**config.mk**
```make
export PLATFORM = sky130hd
export DESIGN_NAME = parser_input_arbiter_flat
export DESIGN_NICKNAME = d
export VERILOG_FILES = /design/src/rtl/parser_pkg.sv /design/src/rtl/parser_input_arbiter_if.sv /design/src/rtl/rr_pick.sv /design/src/rtl/parser_input_arbiter.sv /design/src/flat_wrapper.sv
export SDC_FILE = /design/constraint.sdc
export NUM_CORES = 1
export LEC_CHECK = 0
export CORE_MARGIN = 3
export CORE_UTILIZATION = 44
export CTS_CLUSTER_DIAMETER = 50
export DETAILED_ROUTE_END_ITERATION = 7
export GPL_ROUTABILITY_DRIVEN = 0
export PLACE_DENSITY = 0.91
export SLEW_MARGIN = 20
export SYNTH_ARGS = -nofsm -noshare
export SYNTH_HDL_FRONTEND = slang
export SYNTH_SLANG_ARGS = --single-unit
```
**constraint.sdc**
```tcl
create_clock -name clk -period 4 [get_ports clk]
set_clock_uncertainty 0.15 [all_clocks]
set_input_delay 0.8 -clock clk [delete_from_list [all_inputs] [get_ports clk]]
set_output_delay 0.8 -clock clk [all_outputs]
set_load 0.01 [all_outputs]
```
**src/rtl/parser_pkg.sv**
```systemverilog
// Shared constants and types for the parser input side: header field positions,
// packet sizing rules and the arbiter state encoding.
package parser_pkg;

    localparam int unsigned HDR_LEN_MSB    = 31;
    localparam int unsigned HDR_LEN_LSB    = 16;
    localparam int unsigned HDR_STREAM_MSB = 15;
    localparam int unsigned MIN_PKT_BYTES  = 8;
    localparam int unsigned WORD_BYTES     = 4;

    typedef enum logic {
        ARB  = 1'b0,
        BUSY = 1'b1
    } arb_state_e;

    // Words needed to carry a header byte length; 17-bit sum so 0xFFFF does not wrap.
    function automatic logic [15:0] hdr_exp_beats(input logic [15:0] len);
        logic [16:0] sum;
        sum = {1'b0, len} + 17'(WORD_BYTES - 1);
        return {2'b00, sum[16:2]};
    endfunction

endpackage

```
**src/rtl/parser_input_arbiter_if.sv**
```systemverilog
// Bundle of the per-source upstream handshakes, the parser receive handshake and
// the grant/format-error status outputs of the input arbiter.
interface parser_input_arbiter_if #(
    parameter int unsigned NUM_SRC = 4,
    parameter int unsigned SRC_W   = 2
);

    logic [NUM_SRC*32-1:0] src_data;
    logic [NUM_SRC-1:0]    src_val;
    logic [NUM_SRC-1:0]    src_last;
    logic [NUM_SRC-1:0]    src_ready;
    logic [NUM_SRC-1:0]    src_enable;
    logic [31:0]           dataIn;
    logic                  dataIn_val;
    logic                  dataIN_last;
    logic                  dataIn_ready;
    logic                  grant_val;
    logic [SRC_W-1:0]      grant_id;
    logic                  fmt_err;
    logic [SRC_W-1:0]      fmt_err_src;

    modport master (
        input  src_data, src_val, src_last, src_enable, dataIn_ready,
        output src_ready, dataIn, dataIn_val, dataIN_last,
        output grant_val, grant_id, fmt_err, fmt_err_src
    );

    modport slave (
        output src_data, src_val, src_last, src_enable, dataIn_ready,
        input  src_ready, dataIn, dataIn_val, dataIN_last,
        input  grant_val, grant_id, fmt_err, fmt_err_src
    );

endinterface

```
**src/rtl/rr_pick.sv**
```systemverilog
// Combinational round-robin picker: first set request at or after ptr, wrapping
// explicitly at NUM_SRC so non-power-of-two source counts work.
module rr_pick #(
    parameter int unsigned NUM_SRC = 4,
    parameter int unsigned SRC_W   = 2
) (
    input  logic [NUM_SRC-1:0] req,
    input  logic [SRC_W-1:0]   ptr,
    output logic               any,
    output logic [SRC_W-1:0]   idx
);

    always_comb begin
        int w_cand;
        any    = 1'b0;
        idx    = '0;
        w_cand = 0;
        // Walk from the farthest candidate back to ptr so the nearest hit wins.
        for (int i = int'(NUM_SRC) - 1; i >= 0; i--) begin
            w_cand = int'(ptr) + i;
            if (w_cand >= int'(NUM_SRC)) begin
                w_cand = w_cand - int'(NUM_SRC);
            end
            if (req[w_cand]) begin
                any = 1'b1;
                idx = SRC_W'(w_cand);
            end
        end
    end

endmodule

```
**src/rtl/parser_input_arbiter.sv**
```systemverilog
// Packet-atomic round-robin arbiter feeding the parser; holds a grant header to
// last beat and flags packets whose header length disagrees with the beat count.
module parser_input_arbiter
    import parser_pkg::*;
#(
    parameter int unsigned NUM_SRC = 4,
    parameter int unsigned SRC_W   = 2
) (
    input logic                    clk,
    input logic                    reset,
    parser_input_arbiter_if.master bus
);

    arb_state_e       r_state, w_state_d;
    logic [SRC_W-1:0] r_rr_ptr, w_rr_ptr_d;
    logic [SRC_W-1:0] r_grant_id, w_grant_id_d;
    logic [SRC_W-1:0] r_fmt_err_src, w_fmt_err_src_d;
    logic             r_grant_val, w_grant_val_d;
    logic             r_fmt_err, w_fmt_err_d;
    logic             r_short, w_short_d;
    logic [15:0]      r_beat_cnt, w_beat_cnt_d;
    logic [15:0]      r_exp_beats, w_exp_beats_d;

    logic [31:0]        w_words [NUM_SRC];
    logic [NUM_SRC-1:0] w_req;
    logic               w_pick_any;
    logic [SRC_W-1:0]   w_pick_idx;
    logic               w_beat;
    logic               w_hdr_beat;
    logic [15:0]        w_hdr_len;
    logic [15:0]        w_cur_exp;
    logic               w_cur_short;
    logic [16:0]        w_cnt_inc;
    logic               w_err;

    for (genvar g = 0; g < int'(NUM_SRC); g++) begin : g_words
        assign w_words[g] = bus.src_data[g*32 +: 32];
    end

    assign w_req = bus.src_val & bus.src_enable;

    rr_pick #(
        .NUM_SRC(NUM_SRC),
        .SRC_W  (SRC_W)
    ) u_rr_pick (
        .req(w_req),
        .ptr(r_rr_ptr),
        .any(w_pick_any),
        .idx(w_pick_idx)
    );

    // A single-beat packet is judged on its own header, not the stale latched one.
    assign w_beat      = (r_state == BUSY) && bus.dataIn_val && bus.dataIn_ready;
    assign w_hdr_beat  = w_beat && (r_beat_cnt == '0);
    assign w_hdr_len   = bus.dataIn[HDR_LEN_MSB:HDR_LEN_LSB];
    assign w_cur_exp   = w_hdr_beat ? hdr_exp_beats(w_hdr_len) : r_exp_beats;
    assign w_cur_short = w_hdr_beat ? (w_hdr_len < 16'(MIN_PKT_BYTES)) : r_short;
    assign w_cnt_inc   = {1'b0, r_beat_cnt} + 17'd1;
    assign w_err       = (w_cnt_inc != {1'b0, w_cur_exp}) || w_cur_short;

    always_ff @(posedge clk) begin
        if (reset) begin
            r_state       <= ARB;
            r_rr_ptr      <= '0;
            r_grant_id    <= '0;
            r_grant_val   <= 1'b0;
            r_beat_cnt    <= '0;
            r_exp_beats   <= '0;
            r_short       <= 1'b0;
            r_fmt_err     <= 1'b0;
            r_fmt_err_src <= '0;
        end else begin
            r_state       <= w_state_d;
            r_rr_ptr      <= w_rr_ptr_d;
            r_grant_id    <= w_grant_id_d;
            r_grant_val   <= w_grant_val_d;
            r_beat_cnt    <= w_beat_cnt_d;
            r_exp_beats   <= w_exp_beats_d;
            r_short       <= w_short_d;
            r_fmt_err     <= w_fmt_err_d;
            r_fmt_err_src <= w_fmt_err_src_d;
        end
    end

    always_comb begin
        w_state_d       = r_state;
        w_rr_ptr_d      = r_rr_ptr;
        w_grant_id_d    = r_grant_id;
        w_grant_val_d   = r_grant_val;
        w_beat_cnt_d    = r_beat_cnt;
        w_exp_beats_d   = r_exp_beats;
        w_short_d       = r_short;
        w_fmt_err_d     = 1'b0;
        w_fmt_err_src_d = r_fmt_err_src;
        unique case (r_state)
            ARB: begin
                if (w_pick_any) begin
                    w_state_d     = BUSY;
                    w_grant_id_d  = w_pick_idx;
                    w_grant_val_d = 1'b1;
                    w_beat_cnt_d  = '0;
                end
            end
            BUSY: begin
                if (w_beat) begin
                    if (w_hdr_beat) begin
                        w_exp_beats_d = w_cur_exp;
                        w_short_d     = w_cur_short;
                    end
                    if (r_beat_cnt != 16'hFFFF) begin
                        w_beat_cnt_d = w_cnt_inc[15:0];
                    end
                    if (bus.dataIN_last) begin
                        w_state_d     = ARB;
                        w_grant_val_d = 1'b0;
                        w_rr_ptr_d    = (r_grant_id == SRC_W'(NUM_SRC - 1)) ? '0
                                                                           : r_grant_id + 1'b1;
                        if (w_err) begin
                            w_fmt_err_d     = 1'b1;
                            w_fmt_err_src_d = r_grant_id;
                        end
                    end
                end
            end
            default: ;
        endcase
    end

    always_comb begin
        bus.dataIn      = '0;
        bus.dataIn_val  = 1'b0;
        bus.dataIN_last = 1'b0;
        bus.src_ready   = '0;
        if (r_state == BUSY) begin
            bus.dataIn                = w_words[r_grant_id];
            bus.dataIn_val            = bus.src_val[r_grant_id];
            bus.dataIN_last           = bus.src_last[r_grant_id];
            bus.src_ready[r_grant_id] = bus.dataIn_ready;
        end
    end

    assign bus.grant_val   = r_grant_val;
    assign bus.grant_id    = r_grant_id;
    assign bus.fmt_err     = r_fmt_err;
    assign bus.fmt_err_src = r_fmt_err_src;

endmodule
```
**src/flat_wrapper.sv**
```systemverilog
// flat-port wrapper written by rule: the top's interface ports become plain ports
module parser_input_arbiter_flat import parser_pkg::*;
#(
    parameter int unsigned NUM_SRC = 4,
    parameter int unsigned SRC_W   = 2
)
  (clk, reset, bus_src_data, bus_src_val, bus_src_last, bus_src_enable, bus_dataIn_ready, bus_src_ready, bus_dataIn, bus_dataIn_val, bus_dataIN_last, bus_grant_val, bus_grant_id, bus_fmt_err, bus_fmt_err_src);
  parser_input_arbiter_if #(.NUM_SRC(NUM_SRC), .SRC_W(SRC_W)) bus_i ();
  input logic clk;
  input logic reset;
  input wire logic [$bits(bus_i.src_data)-1:0] bus_src_data;
  input wire logic [$bits(bus_i.src_val)-1:0] bus_src_val;
  input wire logic [$bits(bus_i.src_last)-1:0] bus_src_last;
  input wire logic [$bits(bus_i.src_enable)-1:0] bus_src_enable;
  input wire logic [$bits(bus_i.dataIn_ready)-1:0] bus_dataIn_ready;
  output wire logic [$bits(bus_i.src_ready)-1:0] bus_src_ready;
  output wire logic [$bits(bus_i.dataIn)-1:0] bus_dataIn;
  output wire logic [$bits(bus_i.dataIn_val)-1:0] bus_dataIn_val;
  output wire logic [$bits(bus_i.dataIN_last)-1:0] bus_dataIN_last;
  output wire logic [$bits(bus_i.grant_val)-1:0] bus_grant_val;
  output wire logic [$bits(bus_i.grant_id)-1:0] bus_grant_id;
  output wire logic [$bits(bus_i.fmt_err)-1:0] bus_fmt_err;
  output wire logic [$bits(bus_i.fmt_err_src)-1:0] bus_fmt_err_src;
  assign bus_i.src_data = bus_src_data;
  assign bus_i.src_val = bus_src_val;
  assign bus_i.src_last = bus_src_last;
  assign bus_i.src_enable = bus_src_enable;
  assign bus_i.dataIn_ready = bus_dataIn_ready;
  assign bus_src_ready = bus_i.src_ready;
  assign bus_dataIn = bus_i.dataIn;
  assign bus_dataIn_val = bus_i.dataIn_val;
  assign bus_dataIN_last = bus_i.dataIN_last;
  assign bus_grant_val = bus_i.grant_val;
  assign bus_grant_id = bus_i.grant_id;
  assign bus_fmt_err = bus_i.fmt_err;
  assign bus_fmt_err_src = bus_i.fmt_err_src;
  parser_input_arbiter #(.NUM_SRC(NUM_SRC), .SRC_W(SRC_W)) u_core (.clk(clk), .reset(reset), .bus(bus_i));
endmodule
```
# Word-level counts from Yosys, hierarchy flattened
# Index checks and enable logic that the tools add are counted.
dict set report word_totals {
  out_inout_bits 44
  reg_bits 42
  word_cells 110
}
dict set report op_classes {
  reduce_logical 13
  order_cmp 12
  mux 53
  eq_ne 7
  addsub 10
  n_bitwise 6
}
# op n
set op_table {}
lappend op_table {{$mux 32} 7}
lappend op_table {{$lt 32x4->1 const B} 4}
lappend op_table {{$bmux 32 s2} 1}
lappend op_table {{$mux 16} 4}
lappend op_table {{$ge 32x4->1 const B} 1}
lappend op_table {{$pmux 16 s2} 1}
lappend op_table {{$sub 32x4->32 const B} 1}
lappend op_table {{$mux 1} 25}
lappend op_table {{$add 16x1->17 const B} 1}
lappend op_table {{$add 16x2->17 const B} 1}
lappend op_table {{$ne 17x16->1} 1}
lappend op_table {{$logic_not 16->1} 1}
lappend op_table {{$lt 16x4->1 const B} 1}
lappend op_table {{$ne 16x16->1 const B} 1}
lappend op_table {{$bmux 1 s2} 6}
lappend op_table {{$reduce_and 3->1} 4}
lappend op_table {{$mux 2} 5}
lappend op_table {{$ge 3x3->1 const B} 3}
lappend op_table {{$and 4x4->4} 2}
lappend op_table {{$ne 2x2->1 const B} 4}
lappend op_table {{$sub 3x3->4 const B} 2}
lappend op_table {{$add 2x2->3 const B} 2}
lappend op_table {{$logic_and 1x1->1} 4}
lappend op_table {{$mux 4} 1}
lappend op_table {{other kinds (15)} 18}

# Longest topological paths before layout
dict set report logic_depth {
  depth_word 12
  depth_mapped 14
}

# Modules after synthesis
# Synthesis repeated with hierarchy kept, for this count alone.
dict set report unflattened {
  hier_cells 480
  area_unflattened_um2 4017.6
}
# mod area_per_inst_um2 cells_each seq_area_each_um2 n_inst
set modules_own_cells {}
lappend modules_own_cells {parser_input_arbiter 3940.0 467 840.8 1}
lappend modules_own_cells {rr_pick 77.6 13 0.0 1}

# Least setup slack after synthesis
# OpenSTA, ideal clock, no wires.
dict set report synth_path {
  path_kind {input to register}
  from {input port bus_src_val[3]}
  to {register u_core.r_fmt_err (netlist: u_core.bus.fmt_err)}
  path_buffers 2
  path_slack_ps 852
  setup_ps 128
  cell_stages 11
  t_required_ps 3722
  arrival_ps 2870
  path_cell_list {mux4_2 nand3_2 or2_1 clkbuf_1 clkbuf_1 a21oi_1 nand3_1 o2111ai_2 nor4_1 a21oi_2 nor2b_1}
}
dict set report synth_between {
  elab_chain_cells 10
  elab_cells_between_ends 13
}
# element line
set synth_rtl {}
lappend synth_rtl {{start, declared} flat_wrapper.sv:12} ;# input wire logic [$bits(bus_i.src_val)-1:0] bus_src_val;
lappend synth_rtl {{$bmux 1 s2 (*)} parser_input_arbiter.sv:136} ;# bus.dataIn_val = bus.src_val[r_grant_id];
lappend synth_rtl {{$mux 1 (implied by the code) (*)} parser_input_arbiter.sv:136}
lappend synth_rtl {{$mux 1 (*)} parser_input_arbiter.sv:134} ;# if (r_state == BUSY) begin
lappend synth_rtl {{$logic_and 1x1->1 (*) (2 in series)} parser_input_arbiter.sv:53} ;# assign w_beat = (r_state == BUSY) && bus.dataIn_val && bus.dataIn_ready;
lappend synth_rtl {{$logic_and 1x1->1} parser_input_arbiter.sv:54} ;# assign w_hdr_beat = w_beat && (r_beat_cnt == '0);
lappend synth_rtl {{$mux 16} parser_input_arbiter.sv:56} ;# assign w_cur_exp = w_hdr_beat ? hdr_exp_beats(w_hdr_len) : r_exp_beats;
lappend synth_rtl {{$ne 17x16->1} parser_input_arbiter.sv:59} ;# assign w_err = (w_cnt_inc != {1'b0, w_cur_exp}) || w_cur_short;
lappend synth_rtl {{$logic_or 1x1->1} parser_input_arbiter.sv:59}
lappend synth_rtl {{$mux 1} parser_input_arbiter.sv:118} ;# if (w_err) begin
lappend synth_rtl {{end signal, assigned} parser_input_arbiter.sv:80} ;# r_fmt_err <= w_fmt_err_d;
lappend synth_rtl {{end, declared} parser_input_arbiter.sv:19} ;# logic r_fmt_err, w_fmt_err_d;
# Every way passes the cells marked *; elsewhere a longest branch is shown, timed or not. The select of a mux whose other input is x is not followed.
# A chain may end at the register's enable or synchronous reset.

# Worst setup path in the final report
dict set report layout_path {
  from {input port bus_src_data[48]}
  to {register u_core.r_fmt_err (netlist: u_core.bus.fmt_err)}
}
dict set report layout_between {
  elab_chain_cells 9
  elab_cells_between_ends 11
}
# element line
set layout_rtl {}
lappend layout_rtl {{start, declared} flat_wrapper.sv:11} ;# input wire logic [$bits(bus_i.src_data)-1:0] bus_src_data;
lappend layout_rtl {{$bmux 32 s2 (*)} parser_input_arbiter.sv:135} ;# bus.dataIn = w_words[r_grant_id];
lappend layout_rtl {{$mux 32 (implied by the code) (*) (2 in series)} parser_input_arbiter.sv:135}
lappend layout_rtl {{$mux 32 (*)} parser_input_arbiter.sv:134}
lappend layout_rtl {{$add 16x2->17} parser_pkg.sv:19} ;# sum = {1'b0, len} + 17'(WORD_BYTES - 1);
lappend layout_rtl {{$mux 16} parser_input_arbiter.sv:56}
lappend layout_rtl {{$ne 17x16->1} parser_input_arbiter.sv:59}
lappend layout_rtl {{$logic_or 1x1->1 (*)} parser_input_arbiter.sv:59}
lappend layout_rtl {{$mux 1 (*)} parser_input_arbiter.sv:118}
# Marked as above.

==> impl_metrics.ini <==
[run_status]
status = finished, final reports clean

[detailed_routing]
routedWlPerCell_um = 20.9
drt_iter0_markers = 542
routed_via_density = 6.27
ant_nets = 0
drt_wl_total_um = 17200
vias = 5173
drc = 0
dr.pass1.iters = 8

[sta]
relSlewSlack_pct = 34.8
slew_viol_final = 0
rsz0062_at_grt = false
setup_viol = 0
fin_crit_ps = 3710
setup_tns_ps = 0
hold_viol = 0
fmax_mhz = 269
period_share_pct = 92.8
tightest_slew_ps = 975

[floorplanning]
die_w_um = 105
core_area_mm2 = 0.00942
dieArea_mm2 = 0.0111
rows = 35
pin_count = 187
die_h_um = 105
start_util_pct = 46.2

[synthesis]
synth_area_mm2 = 0.00435
synth_top_family_by_area = simple AND/OR/NAND/NOR gates
yosys.area_share.adder_pct = 1.73
synth_top_area_share_pct = 19.3
synth_commonest_cells = nor2_1 (49), nand2_1 (45), dfxtp_1 (42)
synth-compound-area-share_pct = 17.8
synth_edf_count = 0
synth_seq_area_share_pct = 19.3
post-synth-top-count-cell = nor2_1
synth-seq-cells = 42
synthArstFlopShare_pct = 0
yosys.cell_types.count = 74
ys.flop_type = dfxtp_1
yosys.area_share.simple_pct = 29.3
synth_area_per_cell_um2 = 8.32
synth_cells = 523
yosysWarnings = 0
synthXorXnorAreaFrac_pct = 4.63
yosysTopAreaCell = dfxtp_1
synthMuxAreaShare_pct = 21.0
ys_top_cells_by_area = dfxtp_1 (19%), mux4_2 (14%), and2_1 (4.6%)
syn-num-nets = 672

[hold_path]
min_path_cells = 2
min_path_type = flop to flop

[clock_tree]
clk_path_buf_depth = 2
clk_latency_ps = 320
cts_buffers = 5
htreeDepth = 2
cts_resized = 0
cts_setup_buffers = 0
cts_sinks = 42
tritoncts = built
path_clk_slew_ps = 80
root_buffer = clkbuf_8
cts_hold_buffers = 0

[grt]
use_met2_pct = 56.3
grt_pass1_vias = 5173
grt_start_max_net_pins = 37
overflow = 0
antenna_found_initial = 0
grt_pass1_wl_um = 26800
busiest_layer = met2
met3_usage_pct = 5.88
grt_use_met1_pct = 33.2
grtUsageTotal_pct = 30.1

[worst_setup_path]
slowest_delay_ps = 640
critPathBufInv = 2
end_kind = flop
worstPathRequired_ps = 4020
ff2ff_path_depth = 10
slowest_stage = or4b_1
path_common_cell = nor4_1
cp-start-kind = input port
criticalPathCategory = input port to flop
cp.depth = 11
critPathMaxFanout = 9
crit_chain = clkdlybuf4s50_1, nor4b_1, nor4_1, buf_4, nand4_2, or4b_1, nand4_1, o311ai_4, nor4_1, a21oi_2, nor2b_1
critPathTopFamily = simple AND/OR/NAND/NOR gates
worstPathArrival_ps = 3730

[layout]
fillCellCount = 715
syn2layout_area_growth_pct = 47.9
instances_no_fill = 825
multi_input_area_mm2 = 0.00324
diodes = 0
drive_gt1_share_pct = 11.5
seq_area_um2 = 843
final_nets = 844

[power]
peakVddDrop_mv = 0.117
p_leak_nw = 2.20
p_per_area_mw_per_mm2 = 209

[place]
port_buffers = 186
dpl.hpwl_um = 13900
dp_cells = 817

[run]
cap_violations = 0
## kinds of logic after synthesis
family	count (synthesis)
simple gates	237
compound gates	108
buf+inv	56
mux	51
flops	42
xor+xnor	23
fa+ha+maj	6
## area by class of cell
cell class | instances | share of cell area (%)
multi-input cells | 425 | 50.4
clock buffers | 7 | 1.34
clock inverters | 1 | 0.0778
inverters | 15 | 0.875
flip-flops and latches | 42 | 13.1
well taps | 129 | 2.51
repair buffers | 206 | 31.7
## per-stage QoR
step | hold WS [ps] | utilization (%) | power, mW | instance area, um^2 | setup WS, ps
after floorplan | 286 | - | 0.742 | 4350 | 852
after detailed placement | 300 | 67.4 | 1.04 | 6340 | 59.9
after global placement | 297 | 67.4 | 1.02 | 6340 | 103
after global routing | 337 | 68.3 | 1.39 | 6430 | 97.8
after CTS | 314 | 68.3 | 1.33 | 6430 | 291
final | 319 | 68.3 | 1.34 | 6430 | 286
## worst reg2reg max path, cell delays in order (launching register included)
cell and delay [ps]:
dfxtp_2 790, nor4b_1 160, nor4_1 420, buf_4 220, nand4_2 250, or4b_1 640
nand4_1 180, o311ai_4 120, nor4_1 260, a21oi_2 140, nor2b_1 150
## flip-flops by register name (all words and copies together), names as in the netlist
| name | count |
|---|---|
| u_core.bus.grant_val | 1 |
| u_core.r_state | 1 |
| u_core.bus.fmt_err | 1 |
| u_core.bus.grant_id | 2 |
| u_core.r_short | 1 |
| u_core.r_beat_cnt | 16 |
| u_core.r_rr_ptr | 2 |
| u_core.bus.fmt_err_src | 2 |
| u_core.r_exp_beats | 16 |
## routing by layer
layer,routed length [um],up-vias
li1,-,2315
met1,5900,2433
met2,9030,356
met3,1530,69
met4,744,0
met5,0,-
## path summary, 6_finish.rpt
| path | start | to | slack [ps] |
|---|---|---|---|
| setup reg to reg | u_core.bus.grant_id[0] | u_core.bus.fmt_err | 370 |
| hold reg to reg | u_core.bus.grant_val | u_core.bus.grant_val | 320 |
| setup / recovery | bus_src_data[48] | u_core.bus.fmt_err | 290 |
| hold / removal | u_core.bus.grant_val | u_core.bus.grant_val | 320 |
## power by group
group	internal, mW	leakage, nW	switching, mW
clock	0.140	0.0482	0.165
sequential	0.429	0.341	0.0224
combinational	0.329	1.81	0.259
## placed cells by master (no fill, tap or decap), types with 3 or more instances in the layout
cell type | synthesis | layout
clkdlybuf4s50_1 | 0 | 186
nor2_1 | 49 | 48
nand2_1 | 45 | 45
dfxtp_1 | 42 | 40
and2_1 | 32 | 32
mux4_2 | 28 | 28
a21oi_1 | 27 | 27
o21ai_0 | 20 | 20
xnor2_1 | 18 | 18
buf_4 | 1 | 18
mux2i_1 | 17 | 17
nand3_1 | 17 | 17
nand4_1 | 14 | 14
inv_1 | 13 | 13
nor4_1 | 12 | 12
and3_1 | 11 | 11
nor3_1 | 11 | 11
a31oi_1 | 8 | 8
or3_1 | 7 | 7
nand2b_1 | 6 | 6
ha_1 | 6 | 6
clkbuf_8 | 0 | 6
xor2_1 | 5 | 5
or4_1 | 5 | 5
o31ai_1 | 5 | 5
nor2b_1 | 5 | 5
o211ai_1 | 5 | 5
a211oi_1 | 4 | 4
nor3b_1 | 4 | 4
mux4_1 | 3 | 3
a221oi_1 | 3 | 3
mux2_2 | 3 | 3
o21ai_1 | 3 | 3
nor4b_1 | 3 | 3
and4_1 | 3 | 3
o21bai_1 | 3 | 3
nand3b_1 | 3 | 3
Note: power is estimated with default switching activity, not from simulation.
